<file path="config.mk">
export PLATFORM = sky130hd
export DESIGN_NAME = alu16_seq
export DESIGN_NICKNAME = d
export VERILOG_FILES = /design/src/rtl/alu16_seq.sv
export SDC_FILE = /design/constraint.sdc
export NUM_CORES = 1
export LEC_CHECK = 0
export BUFFER_PORTS_ARGS = -buffer_cell sky130_fd_sc_hd__buf_2
export CORE_ASPECT_RATIO = 1.2
export CORE_MARGIN = 8
export CORE_UTILIZATION = 55
export DETAILED_ROUTE_END_ITERATION = 6
export HOLD_SLACK_MARGIN = 0.12
export PLACE_DENSITY = 0.86
export SYNTH_ARGS = -nofsm -noshare
export SYNTH_HDL_FRONTEND = slang
export SYNTH_SLANG_ARGS = --single-unit
</file>
<file path="constraint.sdc">
create_clock -name clk -period 4.8 [get_ports clk]
set_input_delay 0.48 -clock clk [delete_from_list [all_inputs] [get_ports clk]]
set_output_delay 0.48 -clock clk [all_outputs]
set_load 0.05 [all_outputs]
</file>
<file path="src/rtl/alu16_seq.sv">
// 16-bit ALU sequencer over a 4-bit combinational alu4, one nibble per cycle LSB first.
// Latency: done 4 cycles after the accepting edge; one op per 6 cycles; start ignored while busy.
module alu16_seq (
   input  logic        clk,
   input  logic        rst_n,
   input  logic        start,
   input  logic [2:0]  op,
   input  logic [15:0] opa,
   input  logic [15:0] opb,
   input  logic        cin_in,
   output logic        busy,
   output logic        done,
   output logic [15:0] result,
   output logic        nf,
   output logic        zf,
   output logic        cf,
   output logic        ovf,
   output logic [3:0]  alusel,
   output logic [3:0]  aluin_a,
   output logic [3:0]  aluin_b,
   output logic        Cin,
   input  logic [3:0]  alu_y,
   input  logic        alu_cf
);

   localparam logic [2:0] OP_ADD = 3'b000;
   localparam logic [2:0] OP_ADC = 3'b001;
   localparam logic [2:0] OP_SUB = 3'b010;
   localparam logic [2:0] OP_SBB = 3'b011;
   localparam logic [3:0] SEL_IDLE = 4'b0111;

   typedef enum logic [1:0] {S_IDLE, S_RUN, S_DONE} state_t;

   state_t      state;
   logic [1:0]  idx;
   logic        cy;
   logic [2:0]  op_q;
   logic [15:0] a_q;
   logic [15:0] b_q;
   logic [11:0] work;

   logic [1:0]  idx_nx;
   logic [15:0] r_next;
   logic        arith;
   logic        ovf_next;

   // Nibble 0 of plain ADD/SUB starts the chain without carry; everything else chains.
   function automatic logic [3:0] sel_for(input logic [2:0] o, input logic first);
      logic [3:0] s;
      case (o)
         OP_ADD:  s = first ? 4'b0000 : 4'b0001;
         OP_ADC:  s = 4'b0001;
         OP_SUB:  s = first ? 4'b0010 : 4'b0011;
         OP_SBB:  s = 4'b0011;
         default: s = {2'b10, o[1:0]};
      endcase
      return s;
   endfunction

   always_comb begin
      idx_nx   = idx + 2'd1;
      r_next   = {alu_y, work};
      arith    = ~op_q[2];
      ovf_next = arith && (r_next[15] != a_q[15]) &&
                 (op_q[1] ? (a_q[15] != b_q[15]) : (a_q[15] == b_q[15]));
   end

   // ALU drive is registered: each edge loads the operands for the nibble of the next cycle.
   always_ff @(posedge clk or negedge rst_n) begin
      if (!rst_n) begin
         state   <= S_IDLE;
         idx     <= 2'd0;
         cy      <= 1'b0;
         op_q    <= 3'd0;
         a_q     <= 16'd0;
         b_q     <= 16'd0;
         work    <= 12'd0;
         busy    <= 1'b0;
         done    <= 1'b0;
         result  <= 16'd0;
         nf      <= 1'b0;
         zf      <= 1'b0;
         cf      <= 1'b0;
         ovf     <= 1'b0;
         alusel  <= SEL_IDLE;
         aluin_a <= 4'd0;
         aluin_b <= 4'd0;
         Cin     <= 1'b0;
      end else begin
         done <= 1'b0;
         case (state)
            S_IDLE: begin
               if (start) begin
                  state   <= S_RUN;
                  busy    <= 1'b1;
                  idx     <= 2'd0;
                  cy      <= 1'b0;
                  op_q    <= op;
                  a_q     <= opa;
                  b_q     <= opb;
                  alusel  <= sel_for(op, 1'b1);
                  aluin_a <= opa[3:0];
                  aluin_b <= opb[3:0];
                  Cin     <= ((op == OP_ADC) || (op == OP_SBB)) ? cin_in : 1'b0;
               end
            end
            S_RUN: begin
               cy <= alu_cf;
               case (idx)
                  2'd0:    work[3:0]  <= alu_y;
                  2'd1:    work[7:4]  <= alu_y;
                  2'd2:    work[11:8] <= alu_y;
                  default: ;
               endcase
               if (idx == 2'd3) begin
                  state   <= S_DONE;
                  done    <= 1'b1;
                  result  <= r_next;
                  nf      <= r_next[15];
                  zf      <= (r_next == 16'd0);
                  cf      <= arith & alu_cf;
                  ovf     <= ovf_next;
                  alusel  <= SEL_IDLE;
                  aluin_a <= 4'd0;
                  aluin_b <= 4'd0;
                  Cin     <= 1'b0;
               end else begin
                  idx     <= idx_nx;
                  alusel  <= sel_for(op_q, 1'b0);
                  aluin_a <= a_q[{idx_nx, 2'b00} +: 4];
                  aluin_b <= b_q[{idx_nx, 2'b00} +: 4];
                  Cin     <= arith & alu_cf;
               end
            end
            S_DONE: begin
               state <= S_IDLE;
               busy  <= 1'b0;
            end
            default: begin
               state <= S_IDLE;
               busy  <= 1'b0;
            end
         endcase
      end
   end

endmodule

</file>
Yosys cells after proc, flatten, opt, wreduce, memory -nomap -nowiden
Index checks and enable logic that the tools add are counted.

word-level totals
  ROM bits = 0
  register bits after elaboration = 86
  word-level logic and storage cells = 87
  output and inout bits = 35
  bits in latches = 0
  bits in writable memories = 0
  memories = 0

cells by class
  div/mod/pow operators = 0
  shift-type cells = 2
  magnitude comparators = 0
  add/sub/neg operators = 1
  reductions and logical operators = 20
  multiply operators = 0
  equality and inequality tests = 16
  bitwise gates (word level) = 3
  multiplexer cells = 26

operators by type and width
  kind                 count
  $pmux 4 s2           4
  $shiftx 16x5->4      2
  $mux 4               6
  $logic_not 16->1     1
  $pmux 4 s4           1
  $reduce_and 2->1     8
  $eq 3x2->1 const B   4
  $mux 2               4
  $pmux 2 s2           2
  $mux 1               7
  $eq 3x1->1 const B   2
  $logic_not 3->1      2
  $ne 2x2->1 const B   3
  $eq 2x1->1 const B   2
  $eq 2x2->1 const B   2
  $logic_not 2->1      2
  $pmux 1 s2           2
  $reduce_or 2->1      2
  $reduce_and 3->1     1
  $add 2x1->2 const B  1
  $logic_and 1x1->1    2
  $ne 1x1->1           2
  $not 1->1            2
  $reduce_bool 2->1    1
  other kinds (3)      3

Longest topological paths before layout
Gate-level depths: netlist of run 1.

  depth after elaboration = 5
  mapped depth = 7
  gate-level depth less buffers = 5

Worst setup path before layout of run 1
Ideal clock, no wire load.

  path kind = reg2reg
  from = register idx[0]
  to = register aluin_a[0]
  slack = 2.926 ns
  required time = 4.675 ns
  setup time = 0.125 ns
  path buffers = 2
  arrival = 1.749 ns
  cell stages (with the launch flop) = 8
  cells stage by stage = dfrtp_1 buf_2 inv_1 ha_1 clkbuf_1 mux4_2 nand2_1 nand3_1

on the way
  longest elaborated chain between the ends = 4

ends and longest elaborated chain
  what                      RTL line  text
  start: declaration        35        logic [1:0] idx;
  start signal: assignment  128       idx <= idx_nx;
  $add 2x1->2               61        idx_nx = idx + 2'd1;
  $shiftx 16x5->4           130       aluin_a <= a_q[{idx_nx, 2'b00} +: 4];
  $mux 4 (*)                115       if (idx == 2'd3) begin
  $pmux 4 s2 (*)            91        case (state)
  end signal: assignment    102       aluin_a <= opa[3:0];
  end signal: assignment    130
  end: declaration          19        output logic [3:0] aluin_a,

Mark *: on every way between the ends. The rest lies on a longest branch, timed or not.
A chain may end at the register's enable or synchronous reset.

Final worst setup path of run 1
  from = register idx[0]
  to = register aluin_b[3]

on the way
  longest elaborated chain between the ends = 4

ends and longest elaborated chain
  what                    RTL line  text
  $add 2x1->2             61
  $shiftx 16x5->4         131       aluin_b <= b_q[{idx_nx, 2'b00} +: 4];
  $mux 4 (*)              115
  $pmux 4 s2 (*)          91
  end signal: assignment  103       aluin_b <= opb[3:0];
  end signal: assignment  131
  end: declaration        20        output logic [3:0] aluin_b,

Marked as above.

==> results.md, run 1 <==
- IR Drop Worst-Case VDD: 0.535 mV
- Critical Setup Path Class: reg2reg
- Number of nets with antenna violations after routing: 0
- Crit-path slowest cell: sky130_fd_sc_hd__dfrtp_1
- Initial core utilization: 0.567
- Post_cts resized: 0
- Worst reg2reg endpoint: aluin_b[3]
- Overall global routing resource usage: 0.170
- Number of max-slew violations in the final report: 0
- Clock tree from TritonCTS: done
- Vias after detailed routing: 2542
- Worst slew margin relative to its limit: 0.210
- Flip-flop and latch count after synthesis: 85
- Worst Path Max Fanout: 11
- Count of mapped cells out of synthesis: 327
- Number of failing setup endpoints in the final timing report: 0
- Power per standard cell area: 803 nW/µm²
- Cell with the most instances after synthesis: sky130_fd_sc_hd__nand2_1
- Max-capacitance violation count: 0
- Clock root buffer: sky130_fd_sc_hd__clkbuf_8
- Post-Synthesis Net Count: 375
- Count of placed standard cells in the final layout, fillers left out: 492
- Diode insertion count for antenna repair: 0
- Kind of end point of the critical path: flip-flop
- Overflow left after global routing: 0
- Net total in the final layout: 450
- Number of cells after detailed placement: 476
- Top cells by count, synth: 134 x sky130_fd_sc_hd__nand2_1, 82 x sky130_fd_sc_hd__dfrtp_1, 28 x sky130_fd_sc_hd__mux2_2
- Maximum number of pins on one net before global-route repair: 86
- Total Neg Setup Slack: 0 ps
- Critical Path, Cell by Cell: inv_1 -> ha_1 -> mux4_2 -> nand2_1 -> nand3_1
- Core box area: 6410 µm²
- Placement row count: 32
- RSZ-0062 raised after global routing: no
- Clock-pin slew reported for the worst setup and hold paths after clock tree synthesis: 80 ps
- Final Wtd Congestion: 0.775
- R2R setup slack: 2620 ps
- Worst EP required: 5020 ps
- Post-DR wirelength/cell: 15.8 µm
- DRC viols: 0
- Area Growth Syn to Fin: 17.6%
- FF-to-FF Start: idx[0]
- Number of iterations in the first detailed-routing pass: 4
- Total wire length: 7.75 mm
- Peak clock frequency supported by timing: 459 MHz
- Maximum buffer depth of the clock tree: 2
- Clock skew after layout: 12.0 ps
- CTS H-Tree Depth: 3
- Clock buffer count from CTS: 9
- Worst slew pin tran: 1190 ps
- Main synth FF type: sky130_fd_sc_hd__dfrtp_1
- Longest individual stage delay on the worst path: 730 ps
- Yosys top cell area share: 0.565
- Top cells by area in the synthesized netlist: sky130_fd_sc_hd__dfrtp_1 56%, sky130_fd_sc_hd__nand2_1 14%, sky130_fd_sc_hd__mux2_2 8.7%, sky130_fd_sc_hd__mux4_2 5.0%, sky130_fd_sc_hd__dfstp_2 2.2%
- Final cycle utilization of the critical path: 0.454
- Worst-skew pair later-pin latency: 350 ps
- Area leader, netlist: sky130_fd_sc_hd__dfrtp_1
- Post-synthesis instance area: 3630 µm²
- Y dimension of the die: 105 µm
- Total chip power: 3430 µW
- Post-CTS Setup Inserts: 0
- Half-perimeter wire length after placement: 5.51 mm
- DIE WIDTH: 90.2 µm
- Share of post-route cells with drive strength above 1: 0.339
- Wire length of the first global-routing pass: 13.1 mm
- Die Outline Area: 9480 µm²
- Average cell area after synthesis: 11.1 µm²
- Sequential-to-total area share from yosys stat: 0.586
- Async SR Flop Fraction: 1.00
- Io pins: 79
- Post-synth EDFFs: 0
- Worst-case reg-to-reg path depth: 5
- Class of the tightest hold or removal check: in2async
- Run status: complete, no violations
- PortBufs: 78
- Yosys cell types: 34
- Leakage power: 0.00218 µW
- Final critical-path required period: 2180 ps
- Arrival time of data at the critical path endpoint: 2400 ps
- Via count of the first global-routing pass: 2773
- Via density per instance: 5.17
- Hold Fails Final Rpt: 0
- Number of sinks on the clock net: 85
- Kind of start point of the critical path: flip-flop
- Detailed router's first-iteration violation count: 90
- Initial antenna violation count: 0
- Synthesis Warnings: 0
- Hold buffer count at CTS: 0
cells in the final DEF, fill, tap and decap left out, types with 5 or more instances in the layout:
master                     count
sky130_fd_sc_hd__dfrtp_1      82
sky130_fd_sc_hd__inv_1         5
sky130_fd_sc_hd__buf_2        77
sky130_fd_sc_hd__nand2_1     134
sky130_fd_sc_hd__mux2_2       28
sky130_fd_sc_hd__nand3_1       8
sky130_fd_sc_hd__mux4_2        8
sky130_fd_sc_hd__o21ai_0       6
sky130_fd_sc_hd__clkbuf_8      9
state kept, by name (all words and copies together), names as in the netlist:
register and cells:
Cin 1, a_q 16, aluin_a 4, aluin_b 4
alusel 4, b_q 16, busy 1, cf 1
done 1, idx 2, op_q 3, ovf 1
result 16, state 2, work 12, zf 1
kinds of logic after synthesis:
family	count (synthesis)	synth area share
flops	85	0.586
xor+xnor	1	0.00241
fa+ha+maj	4	0.0138
buf+inv	21	0.0368
simple gates	165	0.197
compound gates	14	0.0251
mux	37	0.139
critical path: cells and delay by family (launching register included):
kind | cells | cell delay, ps
buf+inv | 1 | 190
flops | 1 | 730
mux | 1 | 370
simple gates | 2 | 180
fa+ha+maj | 1 | 580
report_power, final:
group | switching, µW | internal (µW) | total [µW]
Combinational | 979 | 550 | 1530
Sequential | 239 | 1070 | 1310
Clock | 249 | 346 | 595
Total | 1470 | 1960 | 3430
metrics by stage:
stage,hold slack (ps),util,setup WS (ps),area [µm²]
6_report,306,0.667,2620,4270
5_1_grt,307,0.667,2420,4270
4_1_cts,296,0.667,2560,4270
3_5_place_dp,456,0.630,2590,4030
3_3_place_gp,448,0.630,2740,4030
2_1_floorplan,184,-,2930,3630
layout make-up:
cell class | instances | area (µm²)
clock buffers | 10 | 128
clock inverters | 6 | 111
fillers | 536 | 2130
inverters | 5 | 18.8
multi-input cells | 221 | 1370
flip-flops and latches | 85 | 2130
well taps | 85 | 106
repair buffers | 80 | 408
worst max-delay path by stage:
stage	startpoint	end	slack, ps	cells past startpoint
after floorplan	idx[0]	aluin_a[0]	2930	7
after global placement	idx[0]	aluin_b[3]	2740	5
after detailed placement	idx[0]	aluin_b[3]	2590	5
after CTS	idx[0]	aluin_b[3]	2560	5
after global routing	idx[0]	aluin_b[3]	2420	5
final	idx[0]	aluin_b[3]	2620	5
metal layers:
| layer | GRT usage | vias up | share of wire |
|---|---|---|---|
| li1 | - | 1224 | - |
| met1 | 0.193 | 1238 | 0.42 |
| met2 | 0.287 | 72 | 0.51 |
| met3 | 0.0558 | 8 | 0.061 |
| met4 | 0.0763 | 0 | 0.015 |
| met5 | 0 | - | 0 |
Power figures use the tool's default switching activity.
==> inputs of run 2 (changes only) <==
- CORE_UTILIZATION: 55 -> 54
- PLACE_DENSITY: 0.86 -> 0.84
- clock period: 4.8 -> 2.2 ns (I/O delays scaled with it)
==> run 2 against run 1 <==
Against the previous run: count of clock-buffer cells in the layout is the same; setup slack got worse by 2200 ps; cell count is 8.3% higher; final area up 8.8%; critical path depth down 1; clock power increased by 87%; die area grew 1.6%; combinational power rose by 130%; sequential share of layout area shrank 4.0 points; fmax up 22%; largest cell class unchanged.
==> results.md, run 2 (synthesis gave the netlist of run 1 again) <==
- Run status: complete, no violations
- Post-DR wirelength/cell: 16.2 µm (+3.0%)
- Kind of end point of the critical path: flip-flop
- Clock root buffer: sky130_fd_sc_hd__clkbuf_8
- Io pins: 79 (unchanged)
- Via count of the first global-routing pass: 3090 (+11%)
- Diode insertion count for antenna repair: 0 (unchanged)
- Initial antenna violation count: 0 (unchanged)
- Final critical-path required period: 1780 ps (-395 ps)
- DRC viols: 0 (unchanged)
- Wire length of the first global-routing pass: 14.7 mm (+13%)
- Share of post-route cells with drive strength above 1: 0.321 (-0.0176)
- Detailed router's first-iteration violation count: 130 (+44%)
- Y dimension of the die: 106 µm (+0.79%)
- Maximum number of pins on one net before global-route repair: 52 (-40%)
- Power per standard cell area: 1600 nW/µm² (+100%)
- Number of iterations in the first detailed-routing pass: 4 (unchanged)
- Clock buffer count from CTS: 9 (unchanged)
- Registers with the most flip-flops: a_q: 16 flops, b_q: 16 flops, result: 16 flops
- Number of nets with antenna violations after routing: 0 (unchanged)
- Leakage power: 0.00234 µW (+7.1%)
- DIE WIDTH: 90.9 µm (+0.76%)
- Total wire length: 8.65 mm (+12%)
- Worst slew pin tran: 660 ps (-525 ps)
- Clock tree from TritonCTS: done
- Maximum buffer depth of the clock tree: 2 (unchanged)
- Worst slew margin relative to its limit: 0.560 (+0.350)
- Overall global routing resource usage: 0.190 (+0.0205)
- Worst EP required: 2450 ps (-2570 ps)
- Core box area: 6490 µm² (+1.3%)
- CTS H-Tree Depth: 3 (unchanged)
- Clock-pin slew reported for the worst setup and hold paths after clock tree synthesis: 90 ps (about the same)
- Most prevalent standard cell on the critical path: sky130_fd_sc_hd__nand2_1
- Total Neg Setup Slack: 0 ps (unchanged)
- Crit-path slowest cell: sky130_fd_sc_hd__or3b_1
- Area Growth Syn to Fin: 27.8%
- Worst-skew pair later-pin latency: 360 ps (about the same)
- Final cycle utilization of the critical path: 0.810 (+0.356)
- Arrival time of data at the critical path endpoint: 2030 ps (-370 ps)
- Class of the tightest hold or removal check: in2reg
- Post_cts resized: 0 (unchanged)
- Peak clock frequency supported by timing: 561 MHz (+22%)
- Commonest cells after routing, fill and taps aside: 134 x sky130_fd_sc_hd__nand2_1, 82 x sky130_fd_sc_hd__dfrtp_1, 77 x sky130_fd_sc_hd__buf_2
- Max-capacitance violation count: 0 (unchanged)
- Longest individual stage delay on the worst path: 710 ps (-20 ps)
- RSZ-0062 raised after global routing: no
- Critical Path, Cell by Cell: or3b_1 -> buf_4 -> nand2_1 -> nand2_1
- Final Wtd Congestion: 0.820 (+5.7%)
- Initial core utilization: 0.560 (-0.00700)
- Number of max-slew violations in the final report: 0 (unchanged)
- Net total in the final layout: 491 (+9.1%)
- Worst hold path stage count: 3
- Critical Setup Path Class: reg2reg
- Half-perimeter wire length after placement: 5.96 mm (+8.2%)
- Vias after detailed routing: 2764 (+8.7%)
- Overflow left after global routing: 0 (unchanged)
- Final Hold Slack: 153 ps (-153 ps)
- Placement row count: 32 (unchanged)
- Hold Fails Final Rpt: 0 (unchanged)
- Number of failing setup endpoints in the final timing report: 0 (unchanged)
- Die Outline Area: 9620 µm² (+1.6%)
- Kind of start point of the critical path: flip-flop
- IR Drop Worst-Case VDD: 1.42 mV (+160%)
- Worst Path Max Fanout: 21 (+10)
- PortBufs: 78 (unchanged)
- Number of sinks on the clock net: 85 (unchanged)
- Via density per instance: 5.19 (+0.37%)
- Worst-case reg-to-reg path depth: 4 (-1)
- Clock skew after layout: 8.53 ps (-3.43 ps)
- Most common library cell in the layout ignoring fill and taps: sky130_fd_sc_hd__nand2_1
[run 2: final timing paths]
| check | start | end | slack (ps) |
|---|---|---|---|
| max | state[0] | b_q[4] | 420 |
| min reg2reg | alusel[2] | alusel[2] | 460 |
| max reg2reg | state[0] | b_q[4] | 420 |
| min in group asynchronous | rst_n | b_q[2] | 430 |
| min | alu_cf | cf | 150 |
| max in group asynchronous | rst_n | result[0] | 1160 |
[run 2: area by class of cell]
| class | count | area (µm²) |
|---|---|---|
| sequential | 85 | 2130 |
| fill | 490 | 1840 |
| multi-input combinational | 221 | 1380 |
| timing repair buffer | 121 | 818 |
| clock buffer | 10 | 128 |
| tap | 85 | 106 |
| clock inverter | 6 | 70.1 |
| inverter | 5 | 18.8 |
[run 2: where the power goes]
group	total, µW	internal, µW	switching, µW
logic	3530	1290	2250
registers	2810	2330	480
clock network	1110	533	573
[run 2: worst max-delay path, delay by kind of cell, from the launching register on]
family / cells / cell delay [ps]
buffers and inverters: 1 / 320
and+or+nand+nor: 3 / 860
DFF: 1 / 500
[run 2: per-stage QoR]
stage | total power, µW | area [µm²] | std cells | setup WS [ps] | utilization
4_1_cts | 7490 | 4650 | 533 | 411 | 0.716
2_1_floorplan | 5480 | 3630 | 327 | 326 | -
6_report | 7450 | 4650 | 533 | 418 | 0.716
5_1_grt | 7910 | 4650 | 533 | 296 | 0.716
3_3_place_gp | 6160 | 4090 | 481 | 468 | 0.630
3_5_place_dp | 6330 | 4090 | 481 | 424 | 0.630
[run 2: what timing repair did]
action,4_1_cts,5_1_grt
setup buffers,0,0
setup endpoints to repair,0,0
hold buffers,36,0
endpoints found under the hold margin,90,0
[run 2: routing by layer]
layer  GRT usage  share of wire  routed length (µm)
met5           0              0                   0
met4      0.0844          0.016                 137
met3      0.0596          0.061                 528
met2       0.329           0.52                4510
met1       0.212           0.40                3470
==> inputs of run 3 (changes only) <==
- ABC_AREA: unset -> 1
- CORE_UTILIZATION: 54 -> 55
- PLACE_DENSITY: 0.84 -> 0.85
- clock period: 2.2 -> 1.7 ns (I/O delays scaled with it)
==> run 3 against run 2 <==
Against the previous run: synthesized area up 7.8%; combinational power increased by 53%; largest power group unchanged; via count up 20%; synthesized cell count is 35% higher; worst hold slack lost 26 ps; first-iteration DRC count up 45%; total power up 39%; sequential cell count is the same; largest cell class unchanged; clock power rose by 39%; die area is 4.9% higher; final area grew 7.1%; critical path type unchanged; utilization rose by 0.94 points.
==> results.md, run 3 <==
- Total wire length: 9.78 mm (+13%)
- Average cell area after synthesis: 8.89 µm² (-20%)
- Flip-flop and latch count after synthesis: 85 (unchanged)
- Area Growth Syn to Fin: 26.9%
- Number of iterations in the first detailed-routing pass: 4 (unchanged)
- Post-synthesis instance area: 3920 µm² (+7.8%)
- Top cells by area in the synthesized netlist: sky130_fd_sc_hd__dfrtp_1 52%, sky130_fd_sc_hd__nand2_1 10%, sky130_fd_sc_hd__a21oi_2 7.6%, sky130_fd_sc_hd__inv_1 5.3%, sky130_fd_sc_hd__o21ai_0 4.5%
- Clock root buffer: sky130_fd_sc_hd__clkbuf_8
- Yosys cell types: 25 (-26%)
- Critical Setup Path Class: reg2reg
- Clock tree from TritonCTS: done
- Hold wc startpoint: alu_y[2]
- Y dimension of the die: 108 µm (+2.4%)
- Final cycle utilization of the critical path: 0.931 (+0.121)
- Half-perimeter wire length after placement: 6.67 mm (+12%)
- DIE WIDTH: 93.1 µm (+2.4%)
- Count of mapped cells out of synthesis: 441 (+35%)
- Sequential cell area: 2130 µm² (unchanged)
- Die Outline Area: 10100 µm² (+4.9%)
- Post-synth EDFFs: 0 (unchanged)
- Commonest cells after routing, fill and taps aside: 104 x sky130_fd_sc_hd__nand2_1, 82 x sky130_fd_sc_hd__dfrtp_1, 77 x sky130_fd_sc_hd__buf_2
- Critical Path, Cell by Cell: inv_2 -> nand2_2 -> or2_4 -> buf_4 -> nor2_1 -> a21oi_2
- Number of sinks on the clock net: 85 (unchanged)
- Fill cell total of the finished layout: 508 (+3.7%)
- WP buf/inv: 2 (+1)
- Post-placement worst setup slack: 125 ps (-299 ps)
- Clock buffer count from CTS: 9 (unchanged)
- Final critical-path required period: 1580 ps (-199 ps)
- Post-CTS Setup Inserts: 0 (unchanged)
- Top cells by count, synth: 105 x sky130_fd_sc_hd__nand2_1, 82 x sky130_fd_sc_hd__dfrtp_1, 55 x sky130_fd_sc_hd__inv_1
- Registers with the most flip-flops: a_q: 16 flops, b_q: 16 flops, result: 16 flops
- Worst-case reg-to-reg path depth: 6 (+2)
- Vias after detailed routing: 3330 (+20%)
- Max-capacitance violation count: 0 (unchanged)
- Kind of end point of the critical path: flip-flop
- Worst slew margin relative to its limit: 0.673 (+0.113)
- Initial core utilization: 0.572 (+0.0114)
- Number of nets with antenna violations after routing: 0 (unchanged)
- PortBufs: 78 (unchanged)
- Longest individual stage delay on the worst path: 410 ps (-300 ps)
- Crit-path slowest cell: sky130_fd_sc_hd__or2_4
- Final Wtd Congestion: 0.825 (+0.68%)
- Core box area: 6850 µm² (+5.7%)
- Kind of start point of the critical path: flip-flop
- DRC viols: 0 (unchanged)
- Overflow left after global routing: 0 (unchanged)
- Maximum number of pins on one net before global-route repair: 38 (-27%)
- Synthesis Warnings: 0 (unchanged)
- Power per standard cell area: 2090 nW/µm² (+30%)
- Peak clock frequency supported by timing: 632 MHz (+13%)
- Post-DR wirelength/cell: 15.0 µm (-7.6%)
- Area leader, netlist: sky130_fd_sc_hd__dfrtp_1
- Wire length of the first global-routing pass: 16.6 mm (+13%)
- Number of max-slew violations in the final report: 0 (unchanged)
- Yosys top cell area share: 0.524 (-0.0409)
- Sequential-to-total area share from yosys stat: 0.544 (-0.0425)
- Arrival time of data at the critical path endpoint: 1840 ps (-190 ps)
- Worst reg2reg endpoint: b_q[7]
- Io pins: 79 (unchanged)
- Detailed router's first-iteration violation count: 189 (+45%)
- Source of the critical timing path: state[1]
- Worst EP required: 1960 ps (-490 ps)
- Worst-skew pair later-pin latency: 370 ps (about the same)
- Hold Fails Final Rpt: 0 (unchanged)
- Area of the multi-input gates: 1400 µm² (+1.5%)
- IR Drop Worst-Case VDD: 1.10 mV (-22%)
- Setup slack of the critical path after layout: 117 ps (-301 ps)
- Cell with the most instances after synthesis: sky130_fd_sc_hd__nand2_1
- Via count of the first global-routing pass: 3555 (+15%)
- Worst slew pin tran: 491 ps (-169 ps)
- Hold-critical path endpoint: work[6]
- Number of failing setup endpoints in the final timing report: 0 (unchanged)
- RSZ-0062 raised after global routing: no
- Run status: complete, no violations
- Worst hold path stage count: 3 (unchanged)
- Async SR Flop Fraction: 1.00 (unchanged)
- CTS H-Tree Depth: 3 (unchanged)
- Overall global routing resource usage: 0.204 (+0.0140)
- Main synth FF type: sky130_fd_sc_hd__dfrtp_1
- Top cell family by delay on the critical path: simple AND/OR/NAND/NOR gates
- Post-Synthesis Net Count: 489 (+30%)
- Most common library cell in the layout ignoring fill and taps: sky130_fd_sc_hd__nand2_1
- Clock-pin slew reported for the worst setup and hold paths after clock tree synthesis: 100 ps (about the same)
- Initial antenna violation count: 0 (unchanged)
- Class of the tightest hold or removal check: in2reg
- Via density per instance: 5.10 (-1.7%)
- FF-to-FF Start: state[1]
- Total Neg Setup Slack: 0 ps (unchanged)
- Worst Path Max Fanout: 24 (+14%)
- Leakage power: 0.00259 µW (+11%)
- Net total in the final layout: 608 (+24%)
- Clock skew after layout: 11.4 ps (+2.92 ps)
- Share of post-route cells with drive strength above 1: 0.285 (-0.0365)
- R2R setup slack: 120 ps (-300 ps)
- Maximum buffer depth of the clock tree: 2 (unchanged)
- Placement row count: 33 (+3.1%)
[run 3: how the worst max path moves through the flow]
stage                 end  slack [ps]  depth (start not counted)
6_report           b_q[7]         120                          6
3_3_place_gp          Cin         190                          6
4_1_cts         alusel[1]          90                          5
5_1_grt         result[9]           6                          7
2_1_floorplan  aluin_a[0]          60                         10
3_5_place_dp    alusel[1]         130                          5
[run 3: layout make-up]
| class | instances | area share |
|---|---|---|
| flip-flops and latches | 85 | 0.428 |
| inverters | 60 | 0.0455 |
| well taps | 87 | 0.0219 |
| clock buffers | 9 | 0.0249 |
| clock inverters | 7 | 0.0176 |
| diodes | 1 | 0.000503 |
| multi-input cells | 276 | 0.281 |
| repair buffers | 128 | 0.181 |
[run 3: power breakdown]
part           total [µW]  internal [µW]  switching [µW]
logic                5400           1600            3800
clock network        1540            721             822
registers            3450           3000             452
total               10400           5320            5070
[run 3: repair_timing]
action | CTS | global route
resized for setup | 0 | 2
setup endpoints to repair | 0 | 2
endpoints found under the hold margin | 69 | 0
hold buffers | 37 | 0
[run 3: metrics by stage]
stage          cell area [µm²]  power (µW)  std cells   util  hold WS (ps)
5_1_grt                   4970       11100        652  0.725           165
3_3_place_gp              4390        8530        599  0.640           153
3_5_place_dp              4390        8740        599  0.640           165
2_1_floorplan             3920        7520        441      -          -126
6_report                  4970       10400        653  0.726           128
4_1_cts                   4970       10400        652  0.725           127
[run 3: worst reg2reg max path: stages, from the launching register on]
cell and delay (ps):
sky130_fd_sc_hd__dfrtp_1 380, sky130_fd_sc_hd__inv_2 80, sky130_fd_sc_hd__nand2_2 150, sky130_fd_sc_hd__or2_4 410
sky130_fd_sc_hd__buf_4 250, sky130_fd_sc_hd__nor2_1 160, sky130_fd_sc_hd__a21oi_2 40
[run 3: kinds of logic (layout without fill, tap and decap cells)]
group / count (synthesis) / after routing / synth area share
other: 0 / 1 / 0
AND/OR/NAND/NOR: 180 / 180 / 0.188
adder cells (fa/ha/maj): 4 / 4 / 0.0128
XOR/XNOR: 1 / 1 / 0.00224
buffers and inverters: 80 / 204 / 0.102
flip-flops: 85 / 85 / 0.544
AO/OA/AOI/OAI: 91 / 91 / 0.151
[run 3: per-layer routing]
metal  wire length (µm)  global-route usage
met3                647              0.0575
met4                221              0.0761
met1               3920               0.233
met5                  0                   0
met2               5000               0.356
